==> src/rtl/usb_sniffer_mem_writer.sv <==
// Capture-buffer write engine: stores sniffer log words into a ring buffer in memory
// as single-word writes, tracking outstanding writes, wrap, full, overflow and bus errors.
module usb_sniffer_mem_writer #(
    parameter int MAX_OUTSTANDING = 8,
    parameter int CNT_W           = 5
) (
    input  logic        clk_i,
    input  logic        rst_ni,
    input  logic        cfg_enable_i,
    input  logic        cfg_cont_i,
    input  logic [31:0] cfg_base_i,
    input  logic [31:0] cfg_end_i,
    input  logic        data_valid_i,
    input  logic [31:0] data_i,
    output logic        data_accept_o,
    output logic [3:0]  outport_wr_o,
    output logic        outport_rd_o,
    output logic [7:0]  outport_len_o,
    output logic [31:0] outport_addr_o,
    output logic [31:0] outport_write_data_o,
    input  logic        outport_accept_i,
    input  logic        outport_ack_i,
    input  logic        outport_error_i,
    output logic [31:0] sts_wr_ptr_o,
    output logic        sts_wrapped_o,
    output logic        sts_full_o,
    output logic        sts_overflow_o,
    output logic        sts_error_o,
    output logic        sts_busy_o
);

    typedef enum logic [1:0] {
        ST_IDLE,
        ST_RUN,
        ST_STOPPED,
        ST_DRAIN
    } state_e;

    state_e           state_q, state_d;
    logic [31:0]      wr_ptr_q, wr_ptr_d;
    logic             req_valid_q, req_valid_d;
    logic [31:0]      req_addr_q, req_addr_d;
    logic [31:0]      req_data_q, req_data_d;
    logic [CNT_W-1:0] outstanding_q, outstanding_d;
    logic             wrapped_q, wrapped_d;
    logic             full_q, full_d;
    logic             overflow_q, overflow_d;
    logic             error_q, error_d;

    logic [31:0]      base_aligned;
    logic [31:0]      end_aligned;
    logic [31:0]      nxt_ptr;
    logic [CNT_W:0]   in_flight;
    logic             credit_ok;
    logic             issue;
    logic             data_accept;

    assign base_aligned = cfg_base_i & ~32'h3;
    assign end_aligned  = cfg_end_i & ~32'h3;
    assign nxt_ptr      = wr_ptr_q + 32'd4;
    assign in_flight    = {1'b0, outstanding_q} + {{CNT_W{1'b0}}, req_valid_q};
    assign credit_ok    = in_flight < (CNT_W+1)'(MAX_OUTSTANDING);
    assign issue        = req_valid_q && outport_accept_i;

    // NOTE: every signal gets its hold value first so no path through this block infers a latch.
    always_comb begin
        state_d       = state_q;
        wr_ptr_d      = wr_ptr_q;
        req_valid_d   = req_valid_q;
        req_addr_d    = req_addr_q;
        req_data_d    = req_data_q;
        outstanding_d = outstanding_q;
        wrapped_d     = wrapped_q;
        full_d        = full_q;
        overflow_d    = overflow_q;
        error_d       = error_q;
        data_accept   = 1'b0;

        if (issue) begin
            req_valid_d = 1'b0;
        end

        case (state_q)
            ST_IDLE: begin
                if (cfg_enable_i) begin
                    state_d    = ST_RUN;
                    wr_ptr_d   = base_aligned;
                    wrapped_d  = 1'b0;
                    full_d     = 1'b0;
                    overflow_d = 1'b0;
                    error_d    = 1'b0;
                end
            end
            ST_RUN: begin
                data_accept = (!req_valid_q || outport_accept_i) && credit_ok;
                if (data_valid_i && data_accept) begin
                    req_valid_d = 1'b1;
                    req_addr_d  = wr_ptr_q;
                    req_data_d  = data_i;
                    // Live base/end compare; the buffer end is exclusive.
                    if (nxt_ptr >= end_aligned) begin
                        if (cfg_cont_i) begin
                            wr_ptr_d  = base_aligned;
                            wrapped_d = 1'b1;
                        end else begin
                            wr_ptr_d = nxt_ptr;
                            full_d   = 1'b1;
                            state_d  = ST_STOPPED;
                        end
                    end else begin
                        wr_ptr_d = nxt_ptr;
                    end
                end
                if (!cfg_enable_i) begin
                    state_d = ST_DRAIN;
                end
            end
            ST_STOPPED: begin
                // Buffer full: keep the sniffer flowing and account for what is lost.
                data_accept = 1'b1;
                if (data_valid_i) begin
                    overflow_d = 1'b1;
                end
                if (!cfg_enable_i) begin
                    state_d = ST_DRAIN;
                end
            end
            ST_DRAIN: begin
                if (!req_valid_q && outstanding_q == '0) begin
                    state_d = ST_IDLE;
                end
            end
            default: state_d = ST_IDLE;
        endcase

        if (issue && !outport_ack_i) begin
            outstanding_d = outstanding_q + CNT_W'(1);
        end else if (!issue && outport_ack_i && outstanding_q != '0) begin
            outstanding_d = outstanding_q - CNT_W'(1);
        end

        if (outport_ack_i && outport_error_i) begin
            error_d = 1'b1;
        end
    end

    // NOTE: state registers use non-blocking assignments so all flops update together at the edge.
    always_ff @(posedge clk_i or negedge rst_ni) begin
        if (!rst_ni) begin
            state_q       <= ST_IDLE;
            wr_ptr_q      <= '0;
            req_valid_q   <= 1'b0;
            req_addr_q    <= '0;
            req_data_q    <= '0;
            outstanding_q <= '0;
            wrapped_q     <= 1'b0;
            full_q        <= 1'b0;
            overflow_q    <= 1'b0;
            error_q       <= 1'b0;
        end else begin
            state_q       <= state_d;
            wr_ptr_q      <= wr_ptr_d;
            req_valid_q   <= req_valid_d;
            req_addr_q    <= req_addr_d;
            req_data_q    <= req_data_d;
            outstanding_q <= outstanding_d;
            wrapped_q     <= wrapped_d;
            full_q        <= full_d;
            overflow_q    <= overflow_d;
            error_q       <= error_d;
        end
    end

    assign data_accept_o        = data_accept;
    assign outport_wr_o         = req_valid_q ? 4'hF : 4'h0;
    assign outport_rd_o         = 1'b0;
    assign outport_len_o        = 8'd0;
    assign outport_addr_o       = req_addr_q;
    assign outport_write_data_o = req_data_q;
    assign sts_wr_ptr_o         = wr_ptr_q;
    assign sts_wrapped_o        = wrapped_q;
    assign sts_full_o           = full_q;
    assign sts_overflow_o       = overflow_q;
    assign sts_error_o          = error_q;
    assign sts_busy_o           = (state_q != ST_IDLE);

endmodule
==> config.mk <==
export PLATFORM = sky130hd
export DESIGN_NAME = usb_sniffer_mem_writer
export DESIGN_NICKNAME = d
export VERILOG_FILES = /design/src/rtl/usb_sniffer_mem_writer.sv
export SDC_FILE = /design/constraint.sdc
export NUM_CORES = 1
export LEC_CHECK = 0
export BUFFER_PORTS_ARGS = -buffer_cell sky130_fd_sc_hd__buf_2
export CAP_MARGIN = 30
export CORE_MARGIN = 2
export CORE_UTILIZATION = 46
export CTS_BUF_LIST = sky130_fd_sc_hd__clkbuf_8
export DETAILED_ROUTE_END_ITERATION = 7
export PLACE_DENSITY = 0.74
export SLEW_MARGIN = 20
export SYNTH_ARGS = -nofsm -noshare
export SYNTH_HDL_FRONTEND = slang
export SYNTH_SLANG_ARGS = --single-unit
==> constraint.sdc <==
create_clock -name clk_i -period 8.8 [get_ports clk_i]
set_input_delay 1.76 -clock clk_i [delete_from_list [all_inputs] [get_ports clk_i]]
set_output_delay 1.76 -clock clk_i [all_outputs]
set_load 0.01 [all_outputs]
# Yosys cells after proc, flatten, opt, wreduce, memory -nomap -nowiden
# Cells that the tools add are included.
# totals
n_memories	0
latchBits	0
rom_bits	0
ramBits	0
output_inout_bits	115
ff_bits	108
in_bits	104
# classes
n_reduce_logical	28
eq_ne	14
muxes	33
n_bitwise	0
multipliers	0
div_mod_pow	0
add_sub_neg	4
order_cmp	2
n_shift	0
# ops
cell	n
32-bit 2-to-1 mux	4
32-bit case mux with 2 select lines	1
32-bit by 3-bit adder with 32-bit output, second input constant	1
32-bit greater-or-equal comparator	1
2-bit != test, second input constant	8
2-bit 2-to-1 mux	7
1-bit 2-to-1 mux	13
2-bit nonzero test	6
5-bit 2-to-1 mux	2
5-bit AND reduction	2
3-bit != test, second input constant	3
1-bit logical AND	8
1-bit case mux with 2 select lines	4
2-bit case mux with 4 select lines	1
5-bit by 1-bit adder with 6-bit output	1
6-bit by 4-bit < comparator with 1-bit output, second input constant	1
3-bit AND reduction	2
6-bit AND reduction	1
5-bit by 1-bit adder with 5-bit output, second input constant	1
5-bit zero test	1
5-bit nonzero test	1
5-bit by 1-bit subtractor with 5-bit output, second input constant	1
2-bit == test, second input constant	2
4-bit 2-to-1 mux	1
other kinds (5)	8

# Depth between registers and ports, before layout
# depth
ltp_word	7
mapped_depth	17
ltp_nobuf	14

# Worst setup path before layout
# No wires, ideal clock.
# synth_path
path_kind	register -> register
start	reg wr_ptr_q[2], in the netlist sts_wr_ptr_o[2]
end	reg wr_ptr_q[6], in the netlist sts_wr_ptr_o[6]
arrival_ns	4.023
required_time_ns	8.674
synth_period_minus_slack_ns	4.149
slack_ns	4.651
path_stages_with_launch	16
cell_sequence	dfrtp_1 ha_1 nand3_4 nor4_4 nand3_2 or3_4 xnor2_1 ha_1 nand4_1 nor3_1 a221o_1 or3_4 a221o_1 buf_6 buf_6 a311o_1
# synth_between
elab_chain_len	5
elab_cells_between_ends	6
# synth_rtl
item	line_no	text
start: declaration	40	logic [31:0] wr_ptr_q, wr_ptr_d;
start signal: assignment	162	wr_ptr_q <= wr_ptr_d;
32-bit by 3-bit adder with 32-bit output (*)	60	assign nxt_ptr = wr_ptr_q + 32'd4;
32-bit greater-or-equal comparator or 32-bit 2-to-1 mux (tied branches)	101, 102	
32-bit 2-to-1 mux (*)	101	if (nxt_ptr >= end_aligned) begin
32-bit 2-to-1 mux (*)	96	if (data_valid_i && data_accept) begin
32-bit case mux with 2 select lines (*)	83	case (state_q)
# Mark *: on every way between the ends. The rest lies on a longest branch, timed or not. The select of a mux whose other input is x is not followed.
# A chain may end at the register's enable or synchronous reset.

# Final worst setup path
# layout_path
start	reg wr_ptr_q[2], in the netlist sts_wr_ptr_o[2]
end	reg wr_ptr_q[21], in the netlist sts_wr_ptr_o[21]
# Same word-level chain as after synthesis.

==> out/metrics.cfg <==
[status]
outcome = completed

[worst_setup_path]
r2r_slack_ps = 3830
r2r-start = sts_wr_ptr_o[2]
crit_family = simple AND/OR/NAND/NOR gates
crit_path_cell_trace = ha_1 -> nand3_4 -> nor4_4 -> nand3_2 -> or3_4 -> xnor2_1 -> ha_1 -> nand4_1 -> nor4_1 -> and2_1 -> a221o_1 -> buf_4 -> nor4_1 -> a311o_1
r2r_end = sts_wr_ptr_o[21]
end_kind = register
cp_slowest_stage_delay_ps = 610
path_class = register to register
critical_path_required_ps = 9070
crit_fanout = 25
cp-start-kind = register
worst-r2r-cell-count = 14
critPathSlowestCell = nor4_1
worst-path-buf-inv = 1
arrival_ps = 5250

[die]
core.rowCount = 42
fp.dieArea_um2 = 14600
ioPinCount = 219
start_util_pct = 47.2
chipWidth_um = 121
core_um2 = 13300
die_h_um = 121

[sta]
worst_pin_slew_ps = 734
fin_crit_ps = 4970
setup_ws_ps = 3830
fin_tns_setup_ps = 0
skew_ps = 8.59
hold_viol_final = 0
whs_ps = 479
rsz0062_at_grt = no
slew_headroom_pct = 51.1
finalCritPeriodShare_pct = 56.5
slew_violations = 0
setup_viol = 0
max_clock_freq_mhz = 201

[pwr]
switching_share_pct = 43.2
seqPwrFrac_pct = 35.6
p_switching_w = 0.00115
p_leak_nw = 3.73
powerDensity_nw_per_um2 = 352
power.internal_w = 0.00150
power_frac_comb_pct = 52.1
clkPwrFrac_pct = 12.2
vdd_ir_drop_max_v = 0.000204

[placed_design]
gp_routability_congestion = 0.839
portBuffers = 201
preCtsSetupSlack_ps = 3770
hpwl_um = 11400

[cts]
hold_buffers = 0
cts_root_buf = clkbuf_8
clk_latency_ps = 390
cts_htree_levels = 3
numCtsBuffers = 9
clk_pin_slew_ps = 110
post_cts_buffers = 0
clkSinkCount = 104
cts_buffer_depth = 2
tritoncts = yes
cts.repair.resized = 0

[grt]
grt_pass1_vias = 5099
antenna_found_initial = 1
grt_use_met1_pct = 27.3
grt_max_degree = 72
grt-busiest-layer = met2
grt_first_pass_wirelength_um = 24500
grt_remaining_overflow = 0
grtUsageTotal_pct = 21.3
use_met3_pct = 5.28
grt_use_met2_pct = 35.7

[route]
drc = 0
post_drt_wl_per_cell_um = 15.6
drtIter0Drc = 309
drtAntennaViolNets = 0
num_vias = 5097
drtPass1Iterations = 4
viasPerCell = 5.25
drt_wl_total_um = 15200

[synth]
async_reset_ff_share_pct = 100
synth_edf_count = 0
yosysWarnings = 0
yosys-top-cells-area = dfrtp_1, mux2_2, ha_1
synth-main-ff-cell = dfrtp_1
avgSynthCellArea_um2 = 10.4
synth_seq_cells = 104
synth_top_area_cell = dfrtp_1
synth_cell_type_count = 62
synth_top_area_share_pct = 41.4
ys_seq_area_share_pct = 41.4
synthesis.area_um2 = 6280
synth_cells = 606

[finish]
fin_nets = 935
layout-drive-gt1-share_pct = 37.5
synthToLayoutAreaGrowth_pct = 19.8
diodes = 0

[min_path]
worstHoldStart = outstanding_q[4]
whs_endpoint = outstanding_q[4]
hold_depth = 1
min_path_type = register to register

[job]
cap_violations = 0

-- routing by layer --
layer  part of all wire [%]  routed length, um  vias to the layer above
met4                    1.1                174                        2
met5                  0.086                 13                        -
met1                     44               6670                     2418
li1                       -                  -                     2488
met2                     48               7270                      174
met3                    6.9               1040                       15
-- cells by family (layout without fill, tap and decap cells) --
logic type	Yosys count	after routing	share of synthesized area (%)
multiplexers	77	77	13.4
AO/OA/AOI/OAI	107	107	11.2
flip-flops	104	104	41.4
XOR/XNOR	32	32	4.46
AND/OR/NAND/NOR	152	152	13.2
buffers and inverters	92	269	7.91
adder cells (fa/ha/maj)	41	41	8.29
other	1	13	0.0597
-- power groups by stage --
stage                     Clock, W  Combinational [W]  Sequential (W)
after floorplan                  0           0.000916        0.000999
after global placement           0            0.00136        0.000945
after detailed placement         0            0.00139        0.000956
after CTS                 0.000333            0.00139        0.000947
after global routing      0.000352            0.00154        0.000983
final                     0.000324            0.00138        0.000944
-- cells in the mapped netlist, drive strengths merged, types with 2 or more instances --
master and n:
dfrtp 104, nand2 59, mux2 57, inv 46, ha 40, o21ai 34
xnor2 27, buf 26, a21oi 23, nand3 23, mux2i 20, clkbuf 19
nor2 14, nand4 13, a22oi 10, nor4 8, a2bb2oi 7, a311o 7
and4 6, a21o 5, and3 5, nor3 5, xor2 5, a31oi 4
nor2b 4, a211oi 3, and2 3, a221o 2, a22o 2, a31o 2
nand2b 2, o22a 2, or2 2, or3 2, or4 2
-- how the worst max path moves through the flow --
| stage | startpoint | endpoint | cells past startpoint | slack [ps] |
|---|---|---|---|---|
| 2_1_floorplan | sts_wr_ptr_o[2] | sts_wr_ptr_o[6] | 15 | 4650 |
| 3_3_place_gp | sts_wr_ptr_o[2] | sts_wr_ptr_o[29] | 14 | 3800 |
| 3_5_place_dp | sts_wr_ptr_o[2] | sts_wr_ptr_o[21] | 14 | 3770 |
| 4_1_cts | sts_wr_ptr_o[2] | sts_wr_ptr_o[21] | 14 | 3730 |
| 5_1_grt | sts_wr_ptr_o[9] | sts_wr_ptr_o[29] | 14 | 3270 |
| 6_report | sts_wr_ptr_o[2] | sts_wr_ptr_o[21] | 14 | 3830 |
-- layout by cell type (no fill, tap or decap), types with 9 or more instances in the layout --
master,netlist,layout
a22oi_1,10,9
mux2_2,57,57
nand2_1,59,59
o21ai_0,27,27
conb_1,1,13
nand3_1,21,21
buf_2,2,200
clkbuf_8,2,9
dfrtp_1,104,104
mux2i_1,20,20
xnor2_1,27,27
nor2_1,14,14
a21oi_1,23,23
inv_1,46,46
ha_1,40,40
nand4_1,12,12
-- per-stage QoR --
step	util (%)	cell area (um2)	power (W)	std cells
2_1_floorplan	-	6320	0.00191	618
3_3_place_gp	54.8	7290	0.00230	954
3_5_place_dp	54.8	7290	0.00234	954
4_1_cts	56.4	7500	0.00267	970
5_1_grt	56.6	7520	0.00287	971
6_report	56.6	7520	0.00265	971
-- layout make-up --
cell class	count	area, um2
well taps	176	220
inverters	46	173
clock inverters	7	86.3
clock buffers	9	124
repair buffers	207	1070
fillers	1216	5770
flip-flops and latches	104	2600
multi-input cells	422	3240
-- state kept, by name (all words and copies together), names as in the netlist --
name / count
outport_addr_o: 30
sts_wrapped_o: 1
sts_wr_ptr_o: 30
req_valid_q: 1
sts_error_o: 1
sts_overflow_o: 1
state_q: 2
outport_write_data_o: 32
outstanding_q: 5
sts_full_o: 1
-- worst register-to-register path, delay by kind of cell, from the launching register on --
kind            cells  cell delay, ps
xor+xnor            1             140
flops               1             550
fa+ha+maj           2             650
buf+inv             1             360
compound gates      2             720
simple gates        8            2440
(Power assumes the default switching activity.)
